### config.mk
export PLATFORM = sky130hd
export DESIGN_NAME = float_add_sub_seq
export DESIGN_NICKNAME = d
export VERILOG_FILES = /design/src/rtl/float_add_sub_seq.sv
export SDC_FILE = /design/constraint.sdc
export NUM_CORES = 1
export LEC_CHECK = 0
export BUFFER_PORTS_ARGS = -buffer_cell sky130_fd_sc_hd__buf_4
export CAP_MARGIN = 25
export CELL_PAD_IN_SITES_DETAIL_PLACEMENT = 2
export CELL_PAD_IN_SITES_GLOBAL_PLACEMENT = 2
export CORE_MARGIN = 5
export CORE_UTILIZATION = 30
export CTS_CLUSTER_SIZE = 25
export DETAILED_ROUTE_END_ITERATION = 10
export GPL_TIMING_DRIVEN = 0
export HOLD_SLACK_MARGIN = 0.02
export PLACE_DENSITY_LB_ADDON = 0.1
export SYNTH_ARGS = -nofsm -noshare
export SYNTH_HDL_FRONTEND = slang
export SYNTH_SLANG_ARGS = --single-unit
### constraint.sdc
create_clock -name clk -period 18.4 [get_ports clk]
set_clock_uncertainty 0.15 [all_clocks]
set_input_delay 0.92 -clock clk [delete_from_list [all_inputs] [get_ports clk]]
set_output_delay 0.92 -clock clk [all_outputs]
set_load 0.01 [all_outputs]
### src/rtl/float_add_sub_seq.sv
// Multi-cycle IEEE-style floating-point adder/subtractor (IDLE/ALIGN/ADD/NORM/ROUND/DONE).
// Round-to-nearest-even, denormals flushed to zero, canonical NaN on invalid operations.
module float_add_sub_seq #(
   parameter int EXP_W = 8,
   parameter int MAN_W = 23
) (
   input  logic                 clk,
   input  logic                 reset,
   input  logic                 execute,
   input  logic                 select,
   input  logic [EXP_W+MAN_W:0] A,
   input  logic [EXP_W+MAN_W:0] B,
   output logic [EXP_W+MAN_W:0] out,
   output logic                 busy,
   output logic                 done,
   output logic                 overflow,
   output logic                 underflow,
   output logic                 zero,
   output logic                 invalid
);
   localparam int W  = 1 + EXP_W + MAN_W;
   localparam int SW = MAN_W + 5;
   localparam int EW = EXP_W + 2;
   localparam logic [EW-1:0] EXP_MAX = EW'((1 << EXP_W) - 1);
   localparam logic [1:0] SP_NONE = 2'd0;
   localparam logic [1:0] SP_NAN  = 2'd1;
   localparam logic [1:0] SP_INF  = 2'd2;

   typedef enum logic [2:0] {S_IDLE, S_ALIGN, S_ADD, S_NORM, S_ROUND, S_DONE} state_t;

   state_t        state_q;
   logic [W-1:0]  a_q, b_q, res_q;
   logic          sign_q, sub_q, canc_q;
   logic [1:0]    spec_q;
   logic [EW-1:0] exp_q;
   logic [SW-1:0] big_q, small_q, sum_q, norm_q;
   logic [3:0]    flags_q;

   // Right shift keeping G/R and a sticky OR of everything shifted past R.
   function automatic logic [SW-1:0] align_f(input logic [SW-1:0] sig, input logic [EXP_W-1:0] d);
      logic [SW-1:0] sh;
      logic          lost;
      if ({{(32-EXP_W){1'b0}}, d} >= 32'(MAN_W + 3)) begin
         align_f = {{(SW-1){1'b0}}, |sig};
      end else begin
         sh      = sig >> d;
         lost    = |(sig & ~({SW{1'b1}} << d));
         align_f = {sh[SW-1:1], sh[0] | lost};
      end
   endfunction

   function automatic logic [EW-1:0] lzc_f(input logic [SW-1:0] v);
      logic          found;
      logic [EW-1:0] n;
      found = 1'b0;
      n     = {EW{1'b0}};
      for (int i = SW - 2; i >= 0; i--) begin
         if (found) begin
            n = n;
         end else if (v[i]) begin
            found = 1'b1;
         end else begin
            n = n + {{(EW-1){1'b0}}, 1'b1};
         end
      end
      return n;
   endfunction

   logic [EXP_W-1:0] ea_s, eb_s;
   logic [MAN_W-1:0] fa_s, fb_s;
   logic             a_zero_s, b_zero_s, a_inf_s, b_inf_s, a_nan_s, b_nan_s, a_big_s;
   logic [SW-1:0]    sig_a_s, sig_b_s;

   assign ea_s     = a_q[W-2:MAN_W];
   assign eb_s     = b_q[W-2:MAN_W];
   assign fa_s     = a_q[MAN_W-1:0];
   assign fb_s     = b_q[MAN_W-1:0];
   assign a_zero_s = (ea_s == {EXP_W{1'b0}});
   assign b_zero_s = (eb_s == {EXP_W{1'b0}});
   assign a_nan_s  = (&ea_s) & (|fa_s);
   assign b_nan_s  = (&eb_s) & (|fb_s);
   assign a_inf_s  = (&ea_s) & ~(|fa_s);
   assign b_inf_s  = (&eb_s) & ~(|fb_s);
   assign sig_a_s  = {1'b0, ~a_zero_s, a_zero_s ? {MAN_W{1'b0}} : fa_s, 3'b000};
   assign sig_b_s  = {1'b0, ~b_zero_s, b_zero_s ? {MAN_W{1'b0}} : fb_s, 3'b000};
   assign a_big_s  = {ea_s, sig_a_s} >= {eb_s, sig_b_s};

   logic          sign_d;
   logic [EW-1:0] exp_d;
   logic [SW-1:0] big_d, small_d;
   logic [1:0]    spec_d;

   // ALIGN: pick the larger magnitude and align the smaller significand to it.
   always_comb begin
      if (a_big_s) begin
         sign_d  = a_q[W-1];
         exp_d   = {2'b00, ea_s};
         big_d   = sig_a_s;
         small_d = align_f(sig_b_s, ea_s - eb_s);
      end else begin
         sign_d  = b_q[W-1];
         exp_d   = {2'b00, eb_s};
         big_d   = sig_b_s;
         small_d = align_f(sig_a_s, eb_s - ea_s);
      end
      if (a_nan_s | b_nan_s | (a_inf_s & b_inf_s & (a_q[W-1] ^ b_q[W-1]))) begin
         spec_d = SP_NAN;
      end else if (a_inf_s | b_inf_s) begin
         spec_d = SP_INF;
      end else begin
         spec_d = SP_NONE;
      end
   end

   logic [SW-1:0] sum_d, norm_d;
   logic [EW-1:0] lz_s, exp_n_d;
   logic          canc_d;

   // ADD and NORM datapaths.
   always_comb begin
      if (sub_q) begin
         sum_d = big_q - small_q;
      end else begin
         sum_d = big_q + small_q;
      end
      lz_s   = lzc_f(sum_q);
      canc_d = (sum_q == {SW{1'b0}});
      if (sum_q[SW-1]) begin
         norm_d  = {1'b0, sum_q[SW-1:2], sum_q[1] | sum_q[0]};
         exp_n_d = exp_q + {{(EW-1){1'b0}}, 1'b1};
      end else begin
         norm_d  = sum_q << lz_s;
         exp_n_d = exp_q - lz_s;
      end
   end

   logic             rnd_up_s;
   logic [MAN_W+1:0] man_r_s;
   logic [EW-1:0]    exp_r_s;
   logic [MAN_W-1:0] frac_r_s;
   logic [W-1:0]     res_d;
   logic [3:0]       flags_d;

   // ROUND: nearest-even, renormalise on mantissa carry, then resolve specials and range.
   always_comb begin
      rnd_up_s = norm_q[2] & (norm_q[1] | norm_q[0] | norm_q[3]);
      man_r_s  = {norm_q[SW-1], norm_q[SW-2:3]} + {{(MAN_W+1){1'b0}}, rnd_up_s};
      if (man_r_s[MAN_W+1]) begin
         exp_r_s  = exp_q + {{(EW-1){1'b0}}, 1'b1};
         frac_r_s = man_r_s[MAN_W:1];
      end else begin
         exp_r_s  = exp_q;
         frac_r_s = man_r_s[MAN_W-1:0];
      end
      if (spec_q == SP_NAN) begin
         res_d   = {1'b0, {EXP_W{1'b1}}, 1'b1, {(MAN_W-1){1'b0}}};
         flags_d = 4'b0001;
      end else if (spec_q == SP_INF) begin
         res_d   = {sign_q, {EXP_W{1'b1}}, {MAN_W{1'b0}}};
         flags_d = 4'b0000;
      end else if (canc_q) begin
         res_d   = {W{1'b0}};
         flags_d = 4'b0010;
      end else if (exp_r_s[EW-1] || (exp_r_s == {EW{1'b0}})) begin
         res_d   = {W{1'b0}};
         flags_d = 4'b0110;
      end else if (exp_r_s >= EXP_MAX) begin
         res_d   = {sign_q, {EXP_W{1'b1}}, {MAN_W{1'b0}}};
         flags_d = 4'b1000;
      end else begin
         res_d   = {sign_q, exp_r_s[EXP_W-1:0], frac_r_s};
         flags_d = 4'b0000;
      end
   end

   // Sequencer, pipeline registers and registered outputs.
   always_ff @(posedge clk or negedge reset) begin
      if (!reset) begin
         state_q   <= S_IDLE;
         a_q       <= {W{1'b0}};
         b_q       <= {W{1'b0}};
         res_q     <= {W{1'b0}};
         sign_q    <= 1'b0;
         sub_q     <= 1'b0;
         canc_q    <= 1'b0;
         spec_q    <= SP_NONE;
         exp_q     <= {EW{1'b0}};
         big_q     <= {SW{1'b0}};
         small_q   <= {SW{1'b0}};
         sum_q     <= {SW{1'b0}};
         norm_q    <= {SW{1'b0}};
         flags_q   <= 4'b0000;
         out       <= {W{1'b0}};
         busy      <= 1'b0;
         done      <= 1'b0;
         overflow  <= 1'b0;
         underflow <= 1'b0;
         zero      <= 1'b0;
         invalid   <= 1'b0;
      end else begin
         done <= 1'b0;
         case (state_q)
            S_IDLE: begin
               if (execute) begin
                  a_q       <= A;
                  b_q       <= {B[W-1] ^ select, B[W-2:0]};
                  busy      <= 1'b1;
                  overflow  <= 1'b0;
                  underflow <= 1'b0;
                  zero      <= 1'b0;
                  invalid   <= 1'b0;
                  state_q   <= S_ALIGN;
               end
            end
            S_ALIGN: begin
               sign_q  <= sign_d;
               exp_q   <= exp_d;
               big_q   <= big_d;
               small_q <= small_d;
               sub_q   <= a_q[W-1] ^ b_q[W-1];
               spec_q  <= spec_d;
               state_q <= S_ADD;
            end
            S_ADD: begin
               sum_q   <= sum_d;
               state_q <= S_NORM;
            end
            S_NORM: begin
               norm_q  <= norm_d;
               exp_q   <= exp_n_d;
               canc_q  <= canc_d;
               state_q <= S_ROUND;
            end
            S_ROUND: begin
               res_q   <= res_d;
               flags_q <= flags_d;
               state_q <= S_DONE;
            end
            S_DONE: begin
               out       <= res_q;
               {overflow, underflow, zero, invalid} <= flags_q;
               done      <= 1'b1;
               busy      <= 1'b0;
               state_q   <= S_IDLE;
            end
            default: begin
               busy    <= 1'b0;
               state_q <= S_IDLE;
            end
         endcase
      end
   end
endmodule

==> summary.txt, run 1 <==
Floorplanning
  – Rows: 105
  – Die Span Y: between 200 and 300 µm
  – Die Width: between 200 and 300 µm
  – Boundary pin count: around 110
  – Core area: just over 80000 µm²
  – Die area: about 88000 µm²
  – Initial Utilization: 0.301

CTS
  – Clk buf depth: 3
  – Clock Latency Late Sink: 560 ps
  – CTS tree: done
  – CTS Root Cell: clkbuf_16
  – CTS buffer count: 35
  – Number of H-tree branching levels: 2
  – # hold bufs at CTS: 0
  – Sink Count: between 200 and 300
  – Worst-path clk slew: 50 ps

Routing
  – Routed WL: 116000 µm
  – Antenna Nets Post-Route: 0
  – Post-DR wirelength/cell: 26.0 µm
  – Residual DRC: 0
  – Via-per-instance ratio: approximately 5.7
  – DR iter-0 viols: ~1100
  – Pre-antenna DRT Iters: 5
  – Total number of vias: 25400

STA
  – # setup viols final: 0
  – Actual slew at the worst max-slew pin: about 1000 ps
  – Minimum clock period: 17110 ps
  – Count of final max-slew check failures: 0
  – Final Hold Vio Count: 0
  – Max_slew headroom: 0.291
  – TNS Setup: 0 ps
  – Period utilization: 0.930
  – FMAX: slightly below 60 MHz

Setup path
  – Setup crit end kind: flip-flop
  – Cells on worst reg2reg path: 82
  – Crit path buffers/inverters: 8
  – Critical path peak fanout: 16
  – CP max stage delay: 480 ps
  – R2r endpoint: exp_q[9]
  – Setup crit start kind: flip-flop
  – R2r startpoint: sum_q[25]
  – Most frequent CP cell: ha_1
  – CP Class: reg -> reg
  – Worst EP required: 18700 ps
  – Slowest library cell on the worst path: dfrtp_1
  – Arr. time, crit path: 17410 ps
  – CP delay by family, top: adder cells
  – FF-to-FF setup slack: about 1300 ps

Outcome
  – Status: completed

Synth
  – Post-synthesis register bit count: 263
  – Yosys cell types: 108
  – Yosys Warn Count: 0
  – EDFF count, synth: 0
  – Seq/Total Area, Yosys: 0.267
  – Syn Std Cell Area: 24700 µm²
  – Post-Syn Instances: 3226
  – Post-Syn Area per Cell: 7.65 µm²
  – Predominant post-synthesis flop cell: dfrtp_1
  – Syn_nets: 3395
  – Ys async rst share: 1.00

Global routing
  – Grt total ovfl: 0
  – Initial antenna violation count: 3
  – Global-route wire length before repair: 176000 µm
  – Number of global-route vias before repair: 27700
  – Gr usage total: 0.254
  – Largest net degree at the start of global routing: 114

Final layout
  – Antenna Cells: 0
  – FILL cells: 9558
  – Util after Layout: 0.343
  – Layout cells sized above 1: 0.0975
  – Register Area: 6580 µm²
  – Multi-input logic area: 16900 µm²
  – Area growth from synthesis to layout: 13.8%
  – Final net count: 3539

Job
  – Number of max-cap violations: 0

Min path
  – Worst hold path class: in -> async

Placement
  – Hpwl dp: roughly 95000 µm
  – I/O Buffers: 105
  – GP Congestion: approximately 0.95
## placed cells by master, fill, tap and decap left out, types with 33 or more instances in the layout
cell       count
ha_1          96
mux2i_1       79
o21ai_0      232
clkbuf_1     175
mux2_2        65
o22ai_1       34
inv_1        103
xor2_1        62
a21o_1        38
nor4_1        44
nand3_1      100
and3_1        45
nand4_1       40
dfrtp_1      262
nor3_1        66
buf_4        109
nor2_1       296
clkbuf_16     36
xnor2_1      129
nor2b_1       33
nand2b_1      35
o211ai_1      39
a21oi_1      223
a31oi_1       41
nand2_1      519
and2_1        38
## logic make-up (layout without fill, tap and decap cells)
family | Yosys count | after routing | share of synthesized area
flip-flops | 263 | 263 | 0.267
AND/OR/NAND/NOR | 1305 | 1305 | 0.248
adder cells (fa/ha/maj) | 109 | 109 | 0.0554
buffers and inverters | 316 | 484 | 0.0495
multiplexers | 148 | 148 | 0.0647
XOR/XNOR | 217 | 217 | 0.0901
AO/OA/AOI/OAI | 868 | 868 | 0.226
## sequential cells by signal, indices dropped and copies added, names as in the netlist, 4 cells and up
name     flops
a_q         32
b_q         32
out         32
res_q       32
norm_q      28
sum_q       28
small_q     27
big_q       24
exp_q       10
flags_q      4
## metrics by stage
stage / cells / hold slack [ps] / setup slack [ps] / cell area [µm²]
after floorplan: 3226 / 289 / 3120 / 24700
after global placement: 4401 / 313 / 241 / 26800
after detailed placement: 4405 / 312 / -657 / 26900
after CTS: 4465 / 189 / 171 / 28000
after global routing: 4464 / 218 / -53.6 / 28100
final: 4464 / 176 / 1290 / 28100
## cell usage after synthesis, drive strengths merged (18+ instances only)
cell type	count	area share
a211oi	33	0.011
a21o	38	0.012
a21oi	225	0.046
a221oi	22	0.0078
a31oi	41	0.010
a32oi	31	0.011
and2	38	0.0096
and3	45	0.011
buf	32	0.0063
clkbuf	175	0.027
dfrtp	263	0.27
ha	98	0.050
inv	108	0.016
mux2	66	0.030
mux2i	80	0.033
nand2	522	0.080
nand2b	36	0.0092
nand3	103	0.021
nand4	42	0.012
nor2	300	0.046
nor2b	33	0.0084
nor3	71	0.016
nor4	49	0.015
o211ai	39	0.012
o21a	18	0.0055
o21ai	237	0.048
o22ai	34	0.0086
o31ai	20	0.0061
xnor2	141	0.055
xor2	67	0.026
## how the worst max path moves through the flow
stage,start,endpoint,slack [ps],cells after the start
2_1_floorplan,sum_q[25],exp_q[9],3120,84
3_3_place_gp,sum_q[26],exp_q[9],240,84
5_1_grt,sum_q[25],exp_q[9],-50,84
4_1_cts,sum_q[26],exp_q[9],170,83
3_5_place_dp,sum_q[26],exp_q[9],-660,84
6_report,sum_q[25],exp_q[9],1290,82
## metal layers
layer	routed length (µm)	vias to the layer above	GRT usage
li1	-	11900	-
met1	49600	12900	0.310
met2	58400	452	0.463
met3	2930	183	0.0236
met4	5170	2	0.0951
met5	20	-	0
## final cells by class
cell class | instances | share of cell area
multi-input cells | 2647 | 0.603
flip-flops and latches | 263 | 0.234
well taps | 1070 | 0.0477
clock buffers | 50 | 0.0368
repair buffers | 111 | 0.0313
plain buffers | 203 | 0.0286
inverters | 109 | 0.0148
clock inverters | 11 | 0.00357
## what timing repair did
action / in CTS / in global routing
endpoints found under the setup margin: 5 / 10
setup buffers: 0 / 1
resized for setup: 3 / 17
pin swaps: 0 / 2
cloned: 0 / 0
Power of run 1 is not shown: default switching activity piles up to over one toggle a cycle in this logic, so the estimate is an artifact.
==> inputs of run 2 (changes only) <==
--- a/config.mk
+++ b/config.mk
@@ -10,10 +10,9 @@
 export CELL_PAD_IN_SITES_DETAIL_PLACEMENT = 2
 export CELL_PAD_IN_SITES_GLOBAL_PLACEMENT = 2
 export CORE_MARGIN = 5
-export CORE_UTILIZATION = 30
+export CORE_UTILIZATION = 38
 export CTS_CLUSTER_SIZE = 25
 export DETAILED_ROUTE_END_ITERATION = 10
-export GPL_TIMING_DRIVEN = 0
 export HOLD_SLACK_MARGIN = 0.02
 export PLACE_DENSITY_LB_ADDON = 0.1
 export SYNTH_ARGS = -nofsm -noshare
==> summary.txt, run 2 (synthesis gave the netlist of run 1 again) <==
Outcome
  – Status: completed

Final layout
  – Most frequent cells in the layout: nand2_1, nor2_1, dfrtp_1, o21ai_0, a21oi_1
  – Final net count: 3374
  – Commonest non-fill, non-tap cell in the layout: nand2_1
  – Area growth from synthesis to layout: 10.7%
  – Layout cells sized above 1: 0.111

Routing
  – Via-per-instance ratio: 6.09
  – Metal2 WL: ~54000 µm
  – Post-DR wirelength/cell: 25.5 µm
  – Routed metal-1 wirelength: between 40000 and 50000 µm
  – Total number of vias: 24900
  – Residual DRC: 0
  – Met3 Routed Length: 2880 µm
  – DR iter-0 viols: 1464
  – Antenna Nets Post-Route: 0
  – Top routing layer in use: met4
  – Routed WL: 104000 µm
  – Pre-antenna DRT Iters: 4

CTS
  – CTS tree: done
  – CTS Root Cell: clkbuf_16
  – CTS buffer count: 35
  – Clk buf depth: 3
  – # hold bufs at CTS: 0
  – Clock Latency Late Sink: between 500 and 600 ps
  – Number of H-tree branching levels: 2
  – Sink Count: 263
  – Worst-path clk slew: ~60 ps

Placement
  – GP Congestion: 0.932
  – I/O Buffers: 105
  – Hpwl dp: a little over 80000 µm

Floorplanning
  – Rows: 93
  – Die area: 70100 µm²
  – Core area: 64300 µm²
  – Boundary pin count: roughly 110
  – Die Width: 265 µm
  – Initial Utilization: 0.383
  – Die Span Y: 265 µm

Setup path
  – Arr. time, crit path: 17460 ps
  – Most frequent CP cell: ha_1
  – Critical path peak fanout: 11
  – Cells on worst reg2reg path: 80
  – Setup crit start kind: flip-flop
  – CP delay by family, top: adder cells
  – R2r startpoint: sum_q[25]
  – Slowest library cell on the worst path: ha_1
  – R2r endpoint: exp_q[9]
  – CP max stage delay: 470 ps
  – Worst EP required: 18720 ps
  – CP Class: reg -> reg
  – Setup crit end kind: flip-flop
  – FF-to-FF setup slack: 1260 ps
  – Crit path buffers/inverters: 4

STA
  – # setup viols final: 0
  – Max_slew headroom: 0.272
  – Count of final max-slew check failures: 0
  – Final Hold Vio Count: 0
  – Minimum clock period: 17140 ps
  – Hold WS: ~190 ps
  – Period utilization: 0.932
  – Actual slew at the worst max-slew pin: 1090 ps
  – FMAX: 58.3 MHz

Global routing
  – Largest net degree at the start of global routing: 186
  – Global-route wire length before repair: 162000 µm
  – Number of global-route vias before repair: between 20000 and 30000
  – Initial antenna violation count: 0
  – Grt total ovfl: 0
  – Gr usage total: 0.287

Job
  – Number of max-cap violations: 0

Min path
  – Worst hold path class: in -> async
## run 2: cell count changes in the layout (fill, tap and decap cells not counted), sizes merged
cell    delta
clkbuf   -170
buf        +5
diode      +1
clkinv     +4
inv        -2
## run 2: per-stage QoR
stage	cell area [µm²]	TNS, ps	worst slack [ps]	std cells	util
4_1_cts	27300	0	491	4082	0.424
6_report	27300	0	1260	4087	0.424
2_1_floorplan	24700	0	3120	3226	-
5_1_grt	27300	-0.160	-0.160	4086	0.424
3_3_place_gp	26100	0	1640	4019	0.406
3_5_place_dp	26100	0	555	4019	0.406
## run 2: worst max-delay path by stage
stage          startpoint       end  slack [ps]  cells after the start
2_1_floorplan   sum_q[25]  exp_q[9]        3120                     84
3_3_place_gp    sum_q[25]  exp_q[9]        1640                     80
3_5_place_dp    sum_q[25]  exp_q[9]         550                     80
4_1_cts         sum_q[25]  exp_q[9]         490                     80
5_1_grt         sum_q[26]  exp_q[9]        -0.2                     80
6_report        sum_q[25]  exp_q[9]        1260                     80
## run 2: area by class of cell
cell class,count,area (µm²)
fill,7344,37000
multi-input combinational,2647,17000
sequential,263,6580
timing repair buffer,148,1130
tap,855,1070
clock buffer,51,996
inverter,109,413
clock inverter,12,121
timing repair inverter,1,5.00
antenna,1,2.50
## run 2: per-layer routing
layer,track usage,up-vias
met5,0,-
met2,0.524,437
met4,0.106,0
met1,0.352,12800
li1,-,11500
met3,0.0247,189
## run 2: timing repair
| item | CTS | global route |
|---|---|---|
| gates resized for setup | 0 | 4 |
| endpoints found under the hold margin | 0 | 0 |
| endpoints found under the setup margin | 0 | 5 |
| setup buffers | 0 | 1 |
## run 2: worst register-to-register path: cells and delay by family, from the launching register on
family          cells  cell delay [ps]
xor+xnor            2              630
buf+inv             4              710
mux                 9             1610
fa+ha+maj          17             5650
simple gates       18             2560
compound gates     30             5400
flops               1              420
Power of run 2 is left out for the same reason.
